===== src/rtl/id_ex_alu_issue.sv =====
// id_ex_alu_issue: RV32I decode/issue stage feeding the ALU.
//   Decodes one instruction per cycle into ALU op code, operand A/B,
//   destination register, writeback enable, branch flag/condition and an
//   illegal-encoding flag, and holds the result in an ID/EX register.
//   A second (skid) entry absorbs the instruction accepted in the cycle the
//   output stalls, so in_ready_o can be a registered signal at full rate.
// Ports:
//   clk_i, rst_n_i              clock, async active-low reset
//   flush_i                     drop held and incoming instructions
//   in_valid_i / in_ready_o     upstream handshake (ready registered)
//   inst_i, pc_i, rs1/rs2_data_i  instruction, PC, register read data
//   ex_valid_o / ex_ready_i     downstream handshake
//   op_alu_o, opr_a_o, opr_b_o, rd_o, wr_en_o, branch_o,
//   br_funct3_o, illegal_o      issued entry payload
module id_ex_alu_issue #(
  parameter int XLEN = 32,
  parameter int OPW  = 6
) (
  input  logic            clk_i,
  input  logic            rst_n_i,
  input  logic            flush_i,
  input  logic            in_valid_i,
  output logic            in_ready_o,
  input  logic [31:0]     inst_i,
  input  logic [XLEN-1:0] pc_i,
  input  logic [XLEN-1:0] rs1_data_i,
  input  logic [XLEN-1:0] rs2_data_i,
  output logic            ex_valid_o,
  input  logic            ex_ready_i,
  output logic [OPW-1:0]  op_alu_o,
  output logic [XLEN-1:0] opr_a_o,
  output logic [XLEN-1:0] opr_b_o,
  output logic [4:0]      rd_o,
  output logic            wr_en_o,
  output logic            branch_o,
  output logic [2:0]      br_funct3_o,
  output logic            illegal_o
);

  localparam logic [OPW-1:0] OP_ADD  = OPW'(6'h00);
  localparam logic [OPW-1:0] OP_SUB  = OPW'(6'h01);
  localparam logic [OPW-1:0] OP_SHL  = OPW'(6'h02);
  localparam logic [OPW-1:0] OP_SLT  = OPW'(6'h03);
  localparam logic [OPW-1:0] OP_LSR  = OPW'(6'h04);
  localparam logic [OPW-1:0] OP_ASR  = OPW'(6'h06);
  localparam logic [OPW-1:0] OP_OR   = OPW'(6'h08);
  localparam logic [OPW-1:0] OP_AND  = OPW'(6'h10);
  localparam logic [OPW-1:0] OP_XOR  = OPW'(6'h20);
  localparam logic [OPW-1:0] OP_SLTU = OPW'(6'h29);
  localparam logic [OPW-1:0] OP_BGEU = OPW'(6'h31);

  localparam logic [6:0] OPC_OP     = 7'b0110011;
  localparam logic [6:0] OPC_OPIMM  = 7'b0010011;
  localparam logic [6:0] OPC_LUI    = 7'b0110111;
  localparam logic [6:0] OPC_AUIPC  = 7'b0010111;
  localparam logic [6:0] OPC_BRANCH = 7'b1100011;
  localparam logic [6:0] F7_ZERO    = 7'b0000000;
  localparam logic [6:0] F7_ALT     = 7'b0100000;

  typedef struct packed {
    logic [OPW-1:0]  op;
    logic [XLEN-1:0] a;
    logic [XLEN-1:0] b;
    logic [4:0]      rd;
    logic            wr;
    logic            br;
    logic [2:0]      f3;
    logic            ill;
  } ent_t;

  // Shared funct3 -> op mapping for OP and OP-IMM; alt selects SUB / ASR.
  function automatic logic [OPW-1:0] f3_op(input logic [2:0] f3, input logic alt);
    case (f3)
      3'b000:  f3_op = alt ? OP_SUB : OP_ADD;
      3'b001:  f3_op = OP_SHL;
      3'b010:  f3_op = OP_SLT;
      3'b011:  f3_op = OP_SLTU;
      3'b100:  f3_op = OP_XOR;
      3'b101:  f3_op = alt ? OP_ASR : OP_LSR;
      3'b110:  f3_op = OP_OR;
      default: f3_op = OP_AND;
    endcase
  endfunction

  logic [6:0] opc;
  logic [2:0] f3;
  logic [6:0] f7;
  logic       legal;
  ent_t       dec;

  assign opc = inst_i[6:0];
  assign f3  = inst_i[14:12];
  assign f7  = inst_i[31:25];

  always_comb begin
    dec    = '0;
    dec.rd = inst_i[11:7];
    dec.f3 = f3;
    legal  = 1'b0;
    case (opc)
      OPC_OP: begin
        legal  = (f7 == F7_ZERO) || ((f7 == F7_ALT) && ((f3 == 3'b000) || (f3 == 3'b101)));
        dec.op = f3_op(f3, f7[5]);
        dec.a  = rs1_data_i;
        dec.b  = rs2_data_i;
        dec.wr = 1'b1;
      end
      OPC_OPIMM: begin
        if (f3 == 3'b001)      legal = (f7 == F7_ZERO);
        else if (f3 == 3'b101) legal = (f7 == F7_ZERO) || (f7 == F7_ALT);
        else                   legal = 1'b1;
        dec.op = f3_op(f3, (f3 == 3'b101) && inst_i[30]);
        dec.a  = rs1_data_i;
        dec.b  = XLEN'($signed(inst_i[31:20]));
        dec.wr = 1'b1;
      end
      OPC_LUI, OPC_AUIPC: begin
        legal  = 1'b1;
        dec.op = OP_ADD;
        dec.a  = (opc == OPC_AUIPC) ? pc_i : '0;
        dec.b  = XLEN'($signed({inst_i[31:12], 12'b0}));
        dec.wr = 1'b1;
      end
      OPC_BRANCH: begin
        legal  = (f3 != 3'b010) && (f3 != 3'b011);
        dec.op = (f3 == 3'b110) ? OP_SLTU : (f3 == 3'b111) ? OP_BGEU : OP_SUB;
        dec.a  = rs1_data_i;
        dec.b  = rs2_data_i;
        dec.br = 1'b1;
      end
      default: legal = 1'b0;
    endcase
    if (dec.rd == 5'd0) dec.wr = 1'b0;
    // Illegal entries still issue, but carry a neutral, side-effect-free payload.
    if (!legal) begin
      dec.op  = OP_ADD;
      dec.a   = '0;
      dec.b   = '0;
      dec.wr  = 1'b0;
      dec.br  = 1'b0;
      dec.ill = 1'b1;
    end
  end

  ent_t out_q, out_d, sk_q, sk_d;
  logic out_vld_q, out_vld_d, sk_vld_q, sk_vld_d, rdy_q, rdy_d;
  logic accept;

  assign accept = in_valid_i && rdy_q;

  always_comb begin
    out_d     = out_q;
    out_vld_d = out_vld_q;
    sk_d      = sk_q;
    sk_vld_d  = sk_vld_q;
    if (flush_i) begin
      out_vld_d = 1'b0;
      sk_vld_d  = 1'b0;
    end else if (!out_vld_q || ex_ready_i) begin
      if (sk_vld_q) begin
        // Older skid entry goes out first; a same-cycle accept refills the skid.
        out_d     = sk_q;
        out_vld_d = 1'b1;
        sk_vld_d  = accept;
        if (accept) sk_d = dec;
      end else begin
        out_vld_d = accept;
        if (accept) out_d = dec;
      end
    end else if (accept) begin
      // Output stalled: ready was high, so the skid is known empty here.
      sk_d     = dec;
      sk_vld_d = 1'b1;
    end
    rdy_d = !sk_vld_d;
  end

  always_ff @(posedge clk_i or negedge rst_n_i) begin
    if (!rst_n_i) begin
      out_q     <= '0;
      sk_q      <= '0;
      out_vld_q <= 1'b0;
      sk_vld_q  <= 1'b0;
      rdy_q     <= 1'b1;
    end else begin
      out_q     <= out_d;
      sk_q      <= sk_d;
      out_vld_q <= out_vld_d;
      sk_vld_q  <= sk_vld_d;
      rdy_q     <= rdy_d;
    end
  end

  assign in_ready_o  = rdy_q;
  assign ex_valid_o  = out_vld_q;
  assign op_alu_o    = out_q.op;
  assign opr_a_o     = out_q.a;
  assign opr_b_o     = out_q.b;
  assign rd_o        = out_q.rd;
  assign wr_en_o     = out_q.wr;
  assign branch_o    = out_q.br;
  assign br_funct3_o = out_q.f3;
  assign illegal_o   = out_q.ill;

endmodule


===== config.mk =====
export PLATFORM = sky130hd
export DESIGN_NAME = id_ex_alu_issue
export DESIGN_NICKNAME = d
export VERILOG_FILES = /design/src/rtl/id_ex_alu_issue.sv
export SDC_FILE = /design/constraint.sdc
export NUM_CORES = 1
export LEC_CHECK = 0
export ABC_AREA = 1
export BUFFER_PORTS_ARGS = -buffer_cell sky130_fd_sc_hd__buf_2
export CAP_MARGIN = 0
export CORE_UTILIZATION = 54
export CTS_CLUSTER_SIZE = 28
export DETAILED_ROUTE_END_ITERATION = 8
export PLACE_DENSITY = 0.8
export SLEW_MARGIN = 0
export SYNTH_ARGS = -nofsm -noshare
export SYNTH_HDL_FRONTEND = slang
export SYNTH_SLANG_ARGS = --single-unit

===== constraint.sdc =====
create_clock -name clk_i -period 2.32 [get_ports clk_i]
set_clock_uncertainty 0.1 [all_clocks]
set_input_delay 0.232 -clock clk_i [delete_from_list [all_inputs] [get_ports clk_i]]
set_output_delay 0.232 -clock clk_i [all_outputs]
set_load 0.01 [all_outputs]

==> run summary <==
The flow ran to the end, and the final reports show no timing, DRC or antenna violations. The number of synthesis warnings is 0. The global placement routability congestion came out at roughly 0.85. After Yosys synthesis, and, or, nand and nor cells account for about two fifths of the synthesized area.

For the finished layout, the period the worst path requires is 1980 ps. The logic depth of the worst setup path including buffers came out at 7. The CTS H-tree depth is 4.

The number of nets still failing antenna checks after routing is 0. The highest ir drop seen on vdd came out at 639 uV. The required time reported for the critical path endpoint is 2500 ps.

The post-synthesis cell type count is 26. The number of buffers on the longest clock path is 2. The total die area came out at 16400 um^2. The clock tree from TritonCTS is done. From synthesis to final layout, the design area changed by 22.4%. The net switching component of the power is approximately 1800 uW.

The total count of hold-check failures in the final report came out at 0. The launching element type of the critical path is a flop. The sequential share of power is 45.8%. CTS placed an instance of clkbuf_16 at the clock tree root. The total I/O pin count came out at 216. The largest delay contributor family on the critical path is simple AND/OR/NAND/NOR gates. The internal portion of the total power is between 5000 and 6000 uW. In this run the critical register-to-register path is captured at rd_o[3]$_DFFE_PN0P_. The synthesized netlist devotes 0.102% of its cell area to XOR and XNOR gates.

The tightest slew margin relative to the limit is 58.1%. The initial standard-cell utilization of the core is between 50% and 60%. The adder-cell share of the synthesized area is 0%. After detailed routing, the total wire length is 22400 um.

The clock input transition at the sequential cells of the worst setup and hold paths is 60 ps. Across the whole layout, storage elements account for 4130 um^2. The number of standard cells after synthesis came out at 1262. The setup fix buffers added after clock tree synthesis is 0.

The combinational group share of total power came out at 12.1%. The post-route non-filler standard cell count is between 1.5k and 2k. The area occupied by multi-input gates is 3950 um^2.

The residual DRC count is 0. The flip-flop and latch count after synthesis is 165. From bottom edge to top edge, the die measures 128 um. The register-to-register setup slack is 340 ps. The largest individual stage delay along the critical path comes from the cell clkinv_1. The share of the core filled with cells in the final layout is about two thirds.

The main combinational cell family by area after synthesis is simple AND/OR/NAND/NOR gates. The mapped cell area came out at between 8000 and 9000 um^2. The worst setup path is captured at a flop. After detailed routing, the wire length on met1 is just under 10000 um. Net switching is 25.7% of the power. The sequential share of the synthesized area came out at 48.3%. Summing the areas of all compound-gate instances in the mapped netlist gives 6.30% of the synthesized area. The die width came out at between 100 and 150 um. The via count of the first global-routing pass is 7673. On the worst path, the slowest cell contributes a delay of approximately 500 ps.

The number of buffers created by CTS came out at 17. The layout cell share with drive strength beyond 1 is 19.1%. The area of the core region came out at ~15000 um^2. Summing over every cut layer, the via total after detailed routing is 8436. The clock latency on the worst-skew pair is between 400 and 500 ps.

Detailed placement finished with a half-perimeter wire length of 15000 um. The sum of met2 wire segment lengths after detailed routing is a little over 10000 um. Setup repair after global routing left no endpoint under its margin. The mean routed wirelength per cell came out at roughly 13 um. The max-slew violation count is 0.

The most numerous cell type found on the critical path is nor2_1. The quantity of I/O buffers inserted on ports came out at 215. The total routing usage reported by global routing came out at 28.7%. The endpoint arrival time on the critical path came out at roughly 2200 ps.

The achievable frequency is 504 MHz. The detailed-routed wire length on met3 came out at 1660 um. The leakage power figure came out at 0.00643 uW.

Before antenna repair, the detailed router went through 7 iterations. The critical path endpoint is rd_o[3]$_DFFE_PN0P_. The type of the most critical hold path is input pin to flop. After filler insertion, the fill cell instance count of the layout stands at 1385. The period utilization is 85.6%. The final setup violation count came out at 0. The total number of placement rows is 45.

The global-route wire length before repair is 36900 um. In the final timing run, aggregate negative setup slack is 0 ps. The maximum number of pins on one net before global-route repair is 151. For the pin with the worst max-slew slack, the measured transition is ~630 ps. The logic depth of the worst register-to-register path is 7.

The global route total overflow came out at 0. The initial antenna violation count is 2. The TritonCTS sink count came out at about 170. The number of nets in the synthesized netlist is 1395. The average instance area after synthesis is 6.78 um^2. Tracing the worst setup path back leads to its startpoint at ex_valid_o$_DFFE_PN0P_.

The iteration-0 DRC count of the detailed router is 774. The detailed router used layers up to and including met5. The number of placed cells counting well taps is 1632. The critical-path maximum fanout is 28. The startpoint-to-endpoint class of the critical path is flop to flop. For this design the ratio of total power to cell area is 651 nW/um^2. The total number of nets in the final design is 1579. The clock share of power is 42.1%. The startpoint identified for the worst register-to-register timing path is ex_valid_o$_DFFE_PN0P_. The total of max-cap violations came out at 0. After synthesis, the share of cell area in mux cells is 0%. The overall power of the completed layout is 6810 uW.

The critical path buffer and inverter count is 2. Traced cell by cell, the critical path runs through inv_1 > nor2_1 > nand2_1 > nand3_4 > clkinv_1 > nor2_1 > a31oi_1. The via-per-instance ratio came out at 5.05.
## cells by family after synthesis
group | after synthesis
AND/OR/NAND/NOR | 876
flip-flops | 165
buffers and inverters | 117
AO/OA/AOI/OAI | 103
XOR/XNOR | 1
## layer usage
layer / vias to the layer above / global-route usage [%]
met5: - / 0
met4: 2 / 11.4
met3: 37 / 6.14
met2: 337 / 45.7
met1: 3812 / 38.6
li1: 4248 / -
## cell usage in the layout, fill, tap and decap left out
cell type,count
clkinv_1,1
inv_4,1
clkinv_2,5
xnor2_1,1
o2111ai_1,1
nor2_1,166
dlygate4sd3_1,6
dfstp_2,1
nand2_2,1
a21oi_1,6
o211ai_1,1
diode_2,1
nand4_1,1
nor3_1,4
dfrtp_1,164
clkinv_4,4
nand2_1,655
nand3_1,42
clkbuf_8,1
bufinv_16,3
o22ai_1,1
buf_6,1
buf_12,6
nor2_2,3
clkbuf_16,17
nand3_2,2
inv_1,36
o21ai_0,25
o21a_1,2
a31oi_1,9
o21ai_1,58
buf_4,15
nand3_4,2
clkbuf_1,1
clkinvlp_4,1
buf_2,214
inv_2,2
## Yosys cell counts
library cell | instances | area [um^2]
buf_2 | 14 | 70.1
nand2_1 | 655 | 2460
inv_2 | 3 | 11.3
buf_6 | 7 | 78.8
o211ai_1 | 1 | 7.51
clkinv_1 | 1 | 3.75
o22ai_1 | 1 | 6.26
dfrtp_1 | 164 | 4100
nor3_1 | 4 | 20.0
a21oi_1 | 6 | 30.0
o2111ai_1 | 1 | 8.76
o21a_1 | 2 | 15.0
o21ai_0 | 25 | 125
nand4_1 | 1 | 6.26
inv_1 | 36 | 135
buf_1 | 4 | 15.0
xnor2_1 | 1 | 8.76
clkbuf_1 | 52 | 195
nor2_1 | 167 | 627
nand3_2 | 2 | 20.0
a31oi_1 | 9 | 56.3
o21ai_1 | 58 | 290
nor2_2 | 2 | 12.5
dfstp_2 | 1 | 26.3
nand3_1 | 44 | 220
nand2_2 | 1 | 6.26
## stage by stage
step	hold slack, ps	cell area [um^2]	setup WS, ps
after global placement	105	9810	418
after floorplan	-164	8560	605
final	36.5	10500	335
after detailed placement	107	9810	360
after CTS	28.7	10500	340
after global routing	44.7	10500	76.0
## layout make-up
class	instances	share of cell area, %
flip-flops and latches	165	39.4
multi-input cells	980	37.7
repair buffers	242	13.1
clock buffers	19	4.23
well taps	211	2.52
clock inverters	13	1.51
inverters	40	1.46
diodes	1	0.0239
## power by group through the flow
stage | clock network (uW) | logic [uW] | registers (uW)
after floorplan | 0 | 359 | 3210
after global placement | 0 | 800 | 3170
after detailed placement | 0 | 814 | 3170
after CTS | 2890 | 828 | 3120
after global routing | 3020 | 932 | 3140
final | 2870 | 823 | 3120
## worst min-delay path by stage
| stage | startpoint | end | slack (ps) | cells past startpoint |
|---|---|---|---|---|
| 2_1_floorplan | rst_n_i | br_funct3_o[0]$_DFFE_PN0P_ | -160 | 0 |
| 3_3_place_gp | rst_n_i | opr_b_o[5]$_DFFE_PN0P_ | 100 | 1 |
| 3_5_place_dp | rst_n_i | opr_b_o[2]$_DFFE_PN0P_ | 110 | 1 |
| 4_1_cts | inst_i[14] | br_funct3_o[2]$_DFFE_PN0P_ | 30 | 3 |
| 5_1_grt | inst_i[14] | br_funct3_o[2]$_DFFE_PN0P_ | 40 | 3 |
| 6_report | in_valid_i | in_ready_o$_DFF_PN1_ | 40 | 4 |
## worst min-delay path, stage by stage
cell and delay (ps):
buf_2 120, nand2_1 70, nand2_1 60, nand2_1 60
## registers in the layout (all words and copies together), names as in the netlist
name / flops
sk_q: 81
in_ready_o: 1
op_alu_o: 6
ex_valid_o: 1
illegal_o: 1
opr_b_o: 32
opr_a_o: 32
sk_vld_q: 1
br_funct3_o: 3
branch_o: 1
wr_en_o: 1
rd_o: 5
## what timing repair did
item	4_1_cts	5_1_grt
hold buffers	6	0
endpoints found under the hold margin	52	0
resized for setup	0	0
Power figures use the tool's default switching activity.
